File: src/rtl/flopr32_pkg.sv
// Shared datapath constants for the MIPS register slices.
// DATA_WIDTH  : word width used by all datapath registers
// RESET_VALUE : value every datapath register takes on reset
package flopr32_pkg;

    localparam int unsigned DATA_WIDTH = 32;

    localparam logic [DATA_WIDTH-1:0] RESET_VALUE = DATA_WIDTH'(32'h0000_0000);

endpackage : flopr32_pkg

File: src/rtl/flopr_param.sv
// Generic resettable D flip-flop bank.
// Ports:
//   clk_in : rising-edge clock
//   rst_in : asynchronous active-low reset, loads RESET_VALUE
//   d      : data captured on every rising clk_in edge
//   q      : registered copy of d
module flopr_param #(
    parameter int unsigned       WIDTH       = 32,
    parameter logic [WIDTH-1:0]  RESET_VALUE = '0
) (
    input  logic             clk_in,
    input  logic             rst_in,
    input  logic [WIDTH-1:0] d,
    output logic [WIDTH-1:0] q
);

    logic [WIDTH-1:0] q_q;

    // Reset has priority over a coincident rising edge.
    always_ff @(posedge clk_in or negedge rst_in) begin
        if (!rst_in) begin
            q_q <= RESET_VALUE;
        end else begin
            q_q <= d;
        end
    end

    assign q = q_q;

endmodule : flopr_param

File: src/rtl/flopr32.sv
// 32-bit resettable datapath register; thin wrapper over flopr_param.
// Ports:
//   clk_in : rising-edge clock
//   rst_in : asynchronous active-low reset
//   d      : 32-bit data in
//   q      : 32-bit registered data out
module flopr32
    import flopr32_pkg::*;
#(
    parameter int unsigned       WIDTH       = DATA_WIDTH,
    parameter logic [WIDTH-1:0]  RESET_VALUE = flopr32_pkg::RESET_VALUE
) (
    input  logic             clk_in,
    input  logic             rst_in,
    input  logic [WIDTH-1:0] d,
    output logic [WIDTH-1:0] q
);

    flopr_param #(
        .WIDTH       (WIDTH),
        .RESET_VALUE (RESET_VALUE)
    ) u_reg (
        .clk_in (clk_in),
        .rst_in (rst_in),
        .d      (d),
        .q      (q)
    );

endmodule : flopr32

File: config.mk
export PLATFORM = sky130hd
export DESIGN_NAME = flopr32
export DESIGN_NICKNAME = d
export VERILOG_FILES = /design/src/rtl/flopr32_pkg.sv /design/src/rtl/flopr_param.sv /design/src/rtl/flopr32.sv
export SDC_FILE = /design/constraint.sdc
export NUM_CORES = 1
export LEC_CHECK = 0
export CAP_MARGIN = 10
export CORE_MARGIN = 10
export CORE_UTILIZATION = 28
export CTS_BUF_LIST = sky130_fd_sc_hd__clkbuf_8 sky130_fd_sc_hd__clkbuf_16
export DETAILED_ROUTE_END_ITERATION = 8
export PLACE_DENSITY = 0.85
export RECOVER_POWER = 50
export SYNTH_ARGS = -nofsm -noshare
export SYNTH_HDL_FRONTEND = slang
export SYNTH_SLANG_ARGS = --single-unit
export TNS_END_PERCENT = 20
File: constraint.sdc
create_clock -name clk_in -period 0.8 [get_ports clk_in]
set_input_delay 0.12 -clock clk_in [delete_from_list [all_inputs] [get_ports clk_in]]
set_output_delay 0.12 -clock clk_in [all_outputs]
set_load 0.02 [all_outputs]
==> results of run 1 <==
==> kinds of logic (layout without fill, tap and decap cells) <==
| group | Yosys count | in the layout |
|---|---|---|
| buf+inv | 0 | 74 |
| flops | 32 | 32 |
==> area by class of cell <==
cell class / count / area share
Sequential cell: 32 / 0.518
Timing Repair Buffer: 66 / 0.399
Clock buffer: 6 / 0.0534
Tap cell: 31 / 0.0251
Clock inverter: 2 / 0.00485
==> worst max-delay path by stage <==
stage | from | endpoint | slack (ps)
3_3_place_gp | u_reg.q[18]$_DFF_PN0_ | q[18] | -240
4_1_cts | u_reg.q[6]$_DFF_PN0_ | q[6] | -130
3_5_place_dp | u_reg.q[7]$_DFF_PN0_ | q[7] | -250
2_1_floorplan | u_reg.q[0]$_DFF_PN0_ | q[0] | 260
6_report | u_reg.q[22]$_DFF_PN0_ | q[22] | -110
5_1_grt | u_reg.q[26]$_DFF_PN0_ | q[26] | -150
==> through the flow <==
stage          instance area, sq um  hold slack (ps)  utilization  instances  setup TNS, ps
6_report                       1550              206        0.566        137          -3330
5_1_grt                        1550              212        0.566        137          -4420
4_1_cts                        1500              208        0.550        137          -3920
3_5_place_dp                   1510              508        0.552        129          -7470
3_3_place_gp                   1510              507        0.552        129          -7340
2_1_floorplan                   801             -176            -         32              0
==> power by group <==
part / internal (mW) / switching [mW]
Combinational: 0.225 / 0.196
Sequential: 1.70 / 0.0282
Clock: 0.675 / 0.547
==> repair_timing <==
action	in CTS	in global routing
setup endpoints to repair	32	32
gates cloned	0	0
gates resized for setup	148	14
==> metal layers <==
| layer | share of wire | global-route usage |
|---|---|---|
| met1 | 0.40 | 0.0964 |
| met5 | 0 | 0 |
| met4 | 0.019 | 0.0435 |
| met2 | 0.42 | 0.117 |
| met3 | 0.16 | 0.0808 |
==> layout by cell type (no fill, tap or decap), drive strengths merged <==
cell | synthesis | final
clkbuf | 0 | 6
dfrtp | 32 | 32
inv | 0 | 2
clkdlybuf4s50 | 0 | 1
buf | 0 | 33
dlygate4sd3 | 0 | 32
==> summary.txt, run 1 <==
Floorplan
  • Full die area: 0.00540 sq mm
  • Core footprint: 0.00273 sq mm
  • Initial Utilization: 0.293
  • IO Pins: 66
  • Die width: 73.5 um
  • Die Ht: 73.5 um
  • Placement row count: 19

Clocking
  • Num CTS Buffers: 5
  • Hold_buf cts: 0
  • CTS tree: yes
  • Clk root buf: clkbuf_8
  • CTS max path bufs: 2
  • # Post-CTS Setup Buffers: 0
  • Clk sinks: 32
  • Worst-path clk slew: 60 ps
  • CTS HTree Levels: 2

Cells and area
  • Multi-Input Combinational: 0
  • Final nets: 139
  • Proportion of layout cells with a drive suffix above 1: 0.368
  • Storage element area: 801 sq um
  • Synth-to-layout area growth: 93.1%
  • # diodes: 0
  • Filler cell count in the final layout: 227
  • Max FFs per register: 32
  • Multi-input logic area: 0 sq um

Yosys
  • Sequential area share after synthesis: 1.00
  • Compound-cell area share of the yosys netlist: 0
  • Yosys top cell by area: dfrtp_1
  • Flops & latches, synth: 32
  • Top FF cell, synth: dfrtp_1
  • Syn Nets: 66
  • Top post-synthesis cells by area: dfrtp_1 100%
  • EDFF count, synth: 0
  • Mux contribution to synthesized area: 0
  • Adder-cell share of the synthesized area: 0
  • Post-synthesis simple-gate area fraction: 0
  • Synthesis warning total: 0
  • Average size of a mapped cell: 25.0 sq um
  • Count leader, synth: dfrtp_1
  • Top-area cell type share of the netlist area: 1.00
  • FFs w/ async S/R, synth: 1.00
  • Number of library cell types mapped by synthesis: 1
  • Cell Area, Synth: 801 sq um
  • Cell count after synthesis: 32
  • Synth Area in XOR/XNOR: 0
  • Most frequent cells after synthesis: 32 x dfrtp_1

Placement
  • GPL Wtd Cong: 0.603
  • Detailed placer's ending HPWL: 1920 um
  • # port buffers: 65
  • Dpl ws: -248 ps

Timing
  • Slew headroom: 0.886
  • Min setup slack post-route: -115 ps
  • Final number of setup-violating endpoints: 32
  • Pins Over Slew Limit: 0
  • Tmin final: 915 ps
  • Worst-margin pin slew: 170 ps
  • Final Hold Vio Count: 0
  • Maximum clock rate: 1090 MHz
  • Fin crit share: 1.14
  • RSZ-0062 raised after global routing: yes

GRT
  • Pin count of the biggest net entering global routing: 33
  • Gr usage total: 0.0896
  • First-pass GRT wire length: 3470 um
  • Number of global-route vias before repair: 601
  • Antenna violations before repair: 0
  • Grt total ovfl: 0

Worst setup path
  • Worst-path maximum fanout: 1
  • CP startpoint kind: flop
  • WP buf/inv: 1
  • CP top delay family: flip-flops
  • Cell at the slowest stage of the critical path: dfrtp_1
  • CP max stage delay: 360 ps
  • Critical path type: flop to primary output
  • WP data required: 680 ps
  • Critical Path, Cell by Cell: buf_2
  • Worst EP arrival: 790 ps
  • Worst path depth: 1
  • Endpoint class of the critical path: primary output

Route
  • Total Wirelength: 2370 um
  • DR WL/cell: 17.3 um
  • Post-route DRC: 0
  • Via/cell ratio: 3.99
  • Antenna Violating Nets Remaining: 0
  • Via count: 546
  • DRT iter0 DRCs: 12
  • Initial DRT Pass Iterations: 3

Power
  • Pwr per Cell Area: 2180 mW/mm^2
  • Total power: 3.37 mW
  • Maximum vdd drop: 1.71 mV
  • Leak pwr: 0.735 nW

Status
  • Failing checks: negative setup slack
  • Status: finished with violations

Worst hold path
  • Min-Delay Path Class: input pin to asynchronous set/reset pin

Flow run
  • Max-cap viol count: 0
(Power assumes the default switching activity.)
==> inputs of run 2 (changes only) <==
CORE_UTILIZATION = 29   (was 28)
CTS_BUF_LIST = sky130_fd_sc_hd__clkbuf_4   (was sky130_fd_sc_hd__clkbuf_8 sky130_fd_sc_hd__clkbuf_16)
PLACE_DENSITY = 0.87   (was 0.85)
==> run 2 against run 1 <==
The flow still finishes with violations (negative setup slack); critical path depth unchanged; wire length down 1.8%; first-iteration DRC count rose to 3.3 times the previous value; hold slack worse by 51 ps; non-clock buffer count unchanged; design area down 3.5%; die area down 2.5%; clock power down 31%; global-route usage up 0.37 points.
==> summary.txt, run 2 (same netlist as run 1, synthesis figures left out) <==
Worst setup path
  • Worst-path maximum fanout: 1
  • Critical path type: flop to primary output
  • Setup crit start: u_reg.q[5]$_DFF_PN0_
  • CP startpoint kind: flop
  • WP buf/inv: 1
  • Worst EP arrival: 850 ps
  • Critical Path, Cell by Cell: buf_6
  • Cell at the slowest stage of the critical path: dfrtp_1
  • CP top delay family: flip-flops
  • CP max stage delay: 390 ps
  • Endpoint class of the critical path: primary output
  • WP data required: 680 ps
  • Worst path depth: 1

Route
  • Total Wirelength: 2330 um
  • DR WL/cell: 17.2 um
  • Post-route DRC: 0
  • Via count: 543
  • Antenna Violating Nets Remaining: 0
  • Initial DRT Pass Iterations: 3
  • Via/cell ratio: 4.02
  • DRT iter0 DRCs: 40

Cells and area
  • Multi-Input Combinational: 0
  • Storage element area: 801 sq um
  • Commonest non-fill, non-tap cells in the layout: 32 x dlygate4sd3_1, 32 x dfrtp_1, 17 x buf_2, 15 x buf_6, 6 x clkbuf_4
  • Final nets: 139
  • Proportion of layout cells with a drive suffix above 1: 0.381
  • Max FFs per register: 32
  • Multi-input logic area: 0 sq um
  • Final Util: 0.587
  • Synth-to-layout area growth: 86.4%
  • Filler cell count in the final layout: 212
  • # diodes: 0

Timing
  • RSZ-0062 raised after global routing: yes
  • Maximum clock rate: 1030 MHz
  • Final Hold Vio Count: 0
  • Pins Over Slew Limit: 0
  • Slew headroom: 0.886
  • Min setup slack post-route: -170 ps
  • Post-route setup TNS: -5010 ps
  • Fin crit share: 1.21
  • Final number of setup-violating endpoints: 32
  • Worst-margin pin slew: 171 ps
  • Hold slack final: 155 ps
  • Tmin final: 970 ps

Placement
  • Detailed placer's ending HPWL: 1890 um
  • # port buffers: 65
  • Dpl ws: -258 ps
  • GPL Wtd Cong: 0.591

Status
  • Status: finished with violations
  • Failing checks: negative setup slack

Clocking
  • CTS tree: yes
  • # Post-CTS Setup Buffers: 0
  • Cts repair resizes: 140
  • CTS max path bufs: 2
  • CTS HTree Levels: 2
  • Num CTS Buffers: 5
  • Hold_buf cts: 0
  • Clk sinks: 32
  • Worst-path clk slew: 90 ps
  • Clk root buf: clkbuf_4

Floorplan
  • Initial Utilization: 0.315
  • Placement row count: 18
  • Core footprint: 0.00254 sq mm
  • Die Ht: 72.5 um
  • Full die area: 0.00526 sq mm
  • Die width: 72.5 um
  • IO Pins: 66

GRT
  • Antenna violations before repair: 0
  • Pin count of the biggest net entering global routing: 33
  • Gr usage total: 0.0934
  • Grt total ovfl: 0
  • Number of global-route vias before repair: 657
  • First-pass GRT wire length: 3550 um

Power
  • Pwr per Cell Area: 2000 mW/mm^2
  • Total power: 2.98 mW
  • Leak pwr: 0.709 nW
  • Maximum vdd drop: 1.63 mV

Worst hold path
  • Min-Delay Path Class: input pin to asynchronous set/reset pin

Flow run
  • Max-cap viol count: 0
## run 2: cell count changes in the layout (fill, tap and decap cells not counted)
| cell | change |
|---|---|
| buf_2 | +2 |
| clkbuf_8 | -6 |
| inv_1 | -2 |
| clkbuf_4 | +6 |
| buf_6 | -2 |
| clkinv_2 | +1 |
## run 2: per-stage QoR
step | cell area [sq um] | std cells
final | 1490 | 135
after global routing | 1490 | 135
after CTS | 1440 | 135
after detailed placement | 1510 | 128
after global placement | 1510 | 128
after floorplan | 801 | 32
## run 2: routing by layer
metal | vias to the layer above | track usage | wire length, um
met5 | - | 0 | 0
met4 | 0 | 0.0380 | 34
met3 | 5 | 0.0762 | 338
met2 | 40 | 0.146 | 1170
met1 | 255 | 0.0877 | 779
li1 | 243 | - | -
## run 2: layout make-up
type / instances / share of cell area
clock buffer: 6 / 0.0302
clock inverter: 1 / 0.00335
sequential: 32 / 0.536
tap: 30 / 0.0251
timing repair buffer: 66 / 0.405
## run 2: worst paths after layout
kind                       slack (ps)               endpoint
worst max-delay path             -170                   q[5]
worst min-delay path              150   u_reg.q[4]$_DFF_PN0_
max in group asynchronous         480  u_reg.q[17]$_DFF_PN0_
min in group clk_in               340  u_reg.q[28]$_DFF_PN0_
## run 2: power by group
| part | switching, mW | internal [mW] | total [mW] | leakage, nW |
|---|---|---|---|---|
| Clock | 0.484 | 0.357 | 0.841 | 0.0315 |
| Sequential | 0.0273 | 1.70 | 1.72 | 0.373 |
| Combinational | 0.197 | 0.219 | 0.416 | 0.305 |
==> inputs of run 3 (changes only) <==
CORE_ASPECT_RATIO = 0.6   (was not set)
RECOVER_POWER = 100   (was 50)
==> run 3 against run 2 <==
The flow still finishes with violations (negative setup slack); cell count rose by 2.2%; core utilization rose by 0.63 points; wire length fell by 4.9%; sequential power barely moved; global-route usage fell by 0.77 points; critical path depth did not move; flip-flop and latch count did not move; first-iteration DRC count fell by 100%; combinational power barely moved; clock-buffer cell count fell by 1; hold slack improved by 130 ps.
==> summary.txt, run 3 (same netlist as run 1, synthesis figures left out) <==
Worst hold path
  • Min-Delay Path Class: input pin to asynchronous set/reset pin

Route
  • Via count: 561
  • DR WL/cell: 16.0 um
  • Post-route DRC: 0
  • Antenna Violating Nets Remaining: 0
  • Via/cell ratio: 4.07
  • Total Wirelength: 2210 um
  • DRT iter0 DRCs: 0
  • Initial DRT Pass Iterations: 1

Timing
  • Post-route setup TNS: -5080 ps
  • Final Hold Vio Count: 0
  • Tmin final: 967 ps
  • Maximum clock rate: 1030 MHz
  • Min setup slack post-route: -167 ps
  • RSZ-0062 raised after global routing: yes
  • Slew headroom: 0.721
  • Worst-margin pin slew: 419 ps
  • Pins Over Slew Limit: 0
  • Fin crit share: 1.21
  • Final number of setup-violating endpoints: 32

Worst setup path
  • Cell at the slowest stage of the critical path: dfrtp_1
  • CP max stage delay: 390 ps
  • WP data required: 680 ps
  • Critical path type: flop to primary output
  • Worst path depth: 1
  • CP startpoint kind: flop
  • CP top delay family: flip-flops
  • Endpoint class of the critical path: primary output
  • Critical Path, Cell by Cell: buf_6
  • WP buf/inv: 1
  • Worst EP arrival: 850 ps
  • Worst-path maximum fanout: 1

Cells and area
  • Proportion of layout cells with a drive suffix above 1: 0.368
  • Multi-input logic area: 0 sq um
  • Synth-to-layout area growth: 90.6%
  • Commonest non-fill, non-tap cells in the layout: 33 x dlygate4sd3_1, 32 x dfrtp_1, 18 x buf_6, 14 x buf_2, 6 x clkbuf_4
  • Final nets: 139
  • Filler cell count in the final layout: 205
  • Multi-Input Combinational: 0
  • Max FFs per register: 32
  • Commonest non-fill, non-tap cell in the layout: dlygate4sd3_1
  • # diodes: 0
  • Post-route cell area: 0.00153 sq mm

Clocking
  • Clk root buf: clkbuf_4
  • CTS tree: yes
  • Worst-path clk slew: 90 ps
  • Clk sinks: 32
  • CTS max path bufs: 2
  • # Post-CTS Setup Buffers: 0
  • Num CTS Buffers: 5
  • CTS HTree Levels: 2

Placement
  • GPL Wtd Cong: 0.693
  • Placed inst area: 0.00151 sq mm
  • # port buffers: 65

GRT
  • Grt total ovfl: 0
  • First-pass GRT wire length: 3240 um
  • Antenna violations before repair: 0
  • Number of global-route vias before repair: 670
  • Gr usage total: 0.0857
  • Pin count of the biggest net entering global routing: 33
  • M2 GR Usage: 0.152
  • Met3 usage: 0.0762
  • Global route hottest layer: met2
  • Met1 Use GR: 0.0589

Power
  • Leak pwr: 0.720 nW
  • Pwr per Cell Area: 2150 mW/mm^2
  • Maximum vdd drop: 1.10 mV

Floorplan
  • Die Ht: 60.7 um
  • Core footprint: 0.00257 sq mm
  • Initial Utilization: 0.311
  • IO Pins: 66
  • Die width: 87.8 um
  • Placement row count: 14
  • Full die area: 0.00533 sq mm

Status
  • Status: finished with violations
  • Failing checks: negative setup slack

Flow run
  • Max-cap viol count: 0
==> run 3: cell types whose count changed in the layout (fill, tap and decap cells not counted) <==
cell,change
buf_12,-1
buf_2,-3
buf_6,+3
bufinv_16,+1
clkdlybuf4s50_1,-1
clkinv_1,+2
clkinv_2,-1
dlygate4sd3_1,+1
==> run 3: per-stage QoR <==
stage | hold WS, ps | util | power (mW) | cells | worst slack (ps)
2_1_floorplan | -176 | - | 1.86 | 32 | 264
3_3_place_gp | 499 | 0.587 | 2.23 | 130 | -234
6_report | 282 | 0.593 | 3.29 | 138 | -167
4_1_cts | 137 | 0.588 | 3.37 | 138 | -190
5_1_grt | 289 | 0.593 | 3.45 | 138 | -227
3_5_place_dp | 505 | 0.587 | 2.24 | 130 | -248
==> run 3: metal layers <==
metal | part of all wire | vias up | routed length (um)
met5 | 0 | - | 0
met4 | 0.020 | 0 | 44
met3 | 0.17 | 6 | 381
met2 | 0.53 | 38 | 1170
met1 | 0.28 | 272 | 615
li1 | - | 245 | -
==> run 3: cell type report <==
| class | count | area [sq um] | area share |
|---|---|---|---|
| timing repair buffer | 66 | 611 | 0.400 |
| tap | 32 | 40.0 | 0.0262 |
| sequential | 32 | 801 | 0.525 |
| clock buffer | 5 | 37.5 | 0.0246 |
| clock inverter | 3 | 37.5 | 0.0246 |
==> run 3: worst paths after layout <==
kind	start	end	slack, ps
worst min-delay path	rst_in	u_reg.q[10]$_DFF_PN0_	280
worst max-delay path	u_reg.q[19]$_DFF_PN0_	q[19]	-170
max in group asynchronous	rst_in	u_reg.q[14]$_DFF_PN0_	210
min in group clk_in	d[0]	u_reg.q[0]$_DFF_PN0_	340
==> run 3: timing repair <==
item,4_1_cts,5_1_grt
hold buffers,0,0
pin swaps,0,0
endpoints found under the setup margin,32,32
resized for setup,156,8
==> run 3: where the power goes <==
part           internal, mW  switching [mW]  total, mW  leakage (nW)
Clock                 0.638           0.511       1.15        0.0403
Sequential             1.70          0.0286       1.73         0.373
Combinational         0.220           0.194      0.414         0.306
Total                  2.55           0.733       3.29         0.720
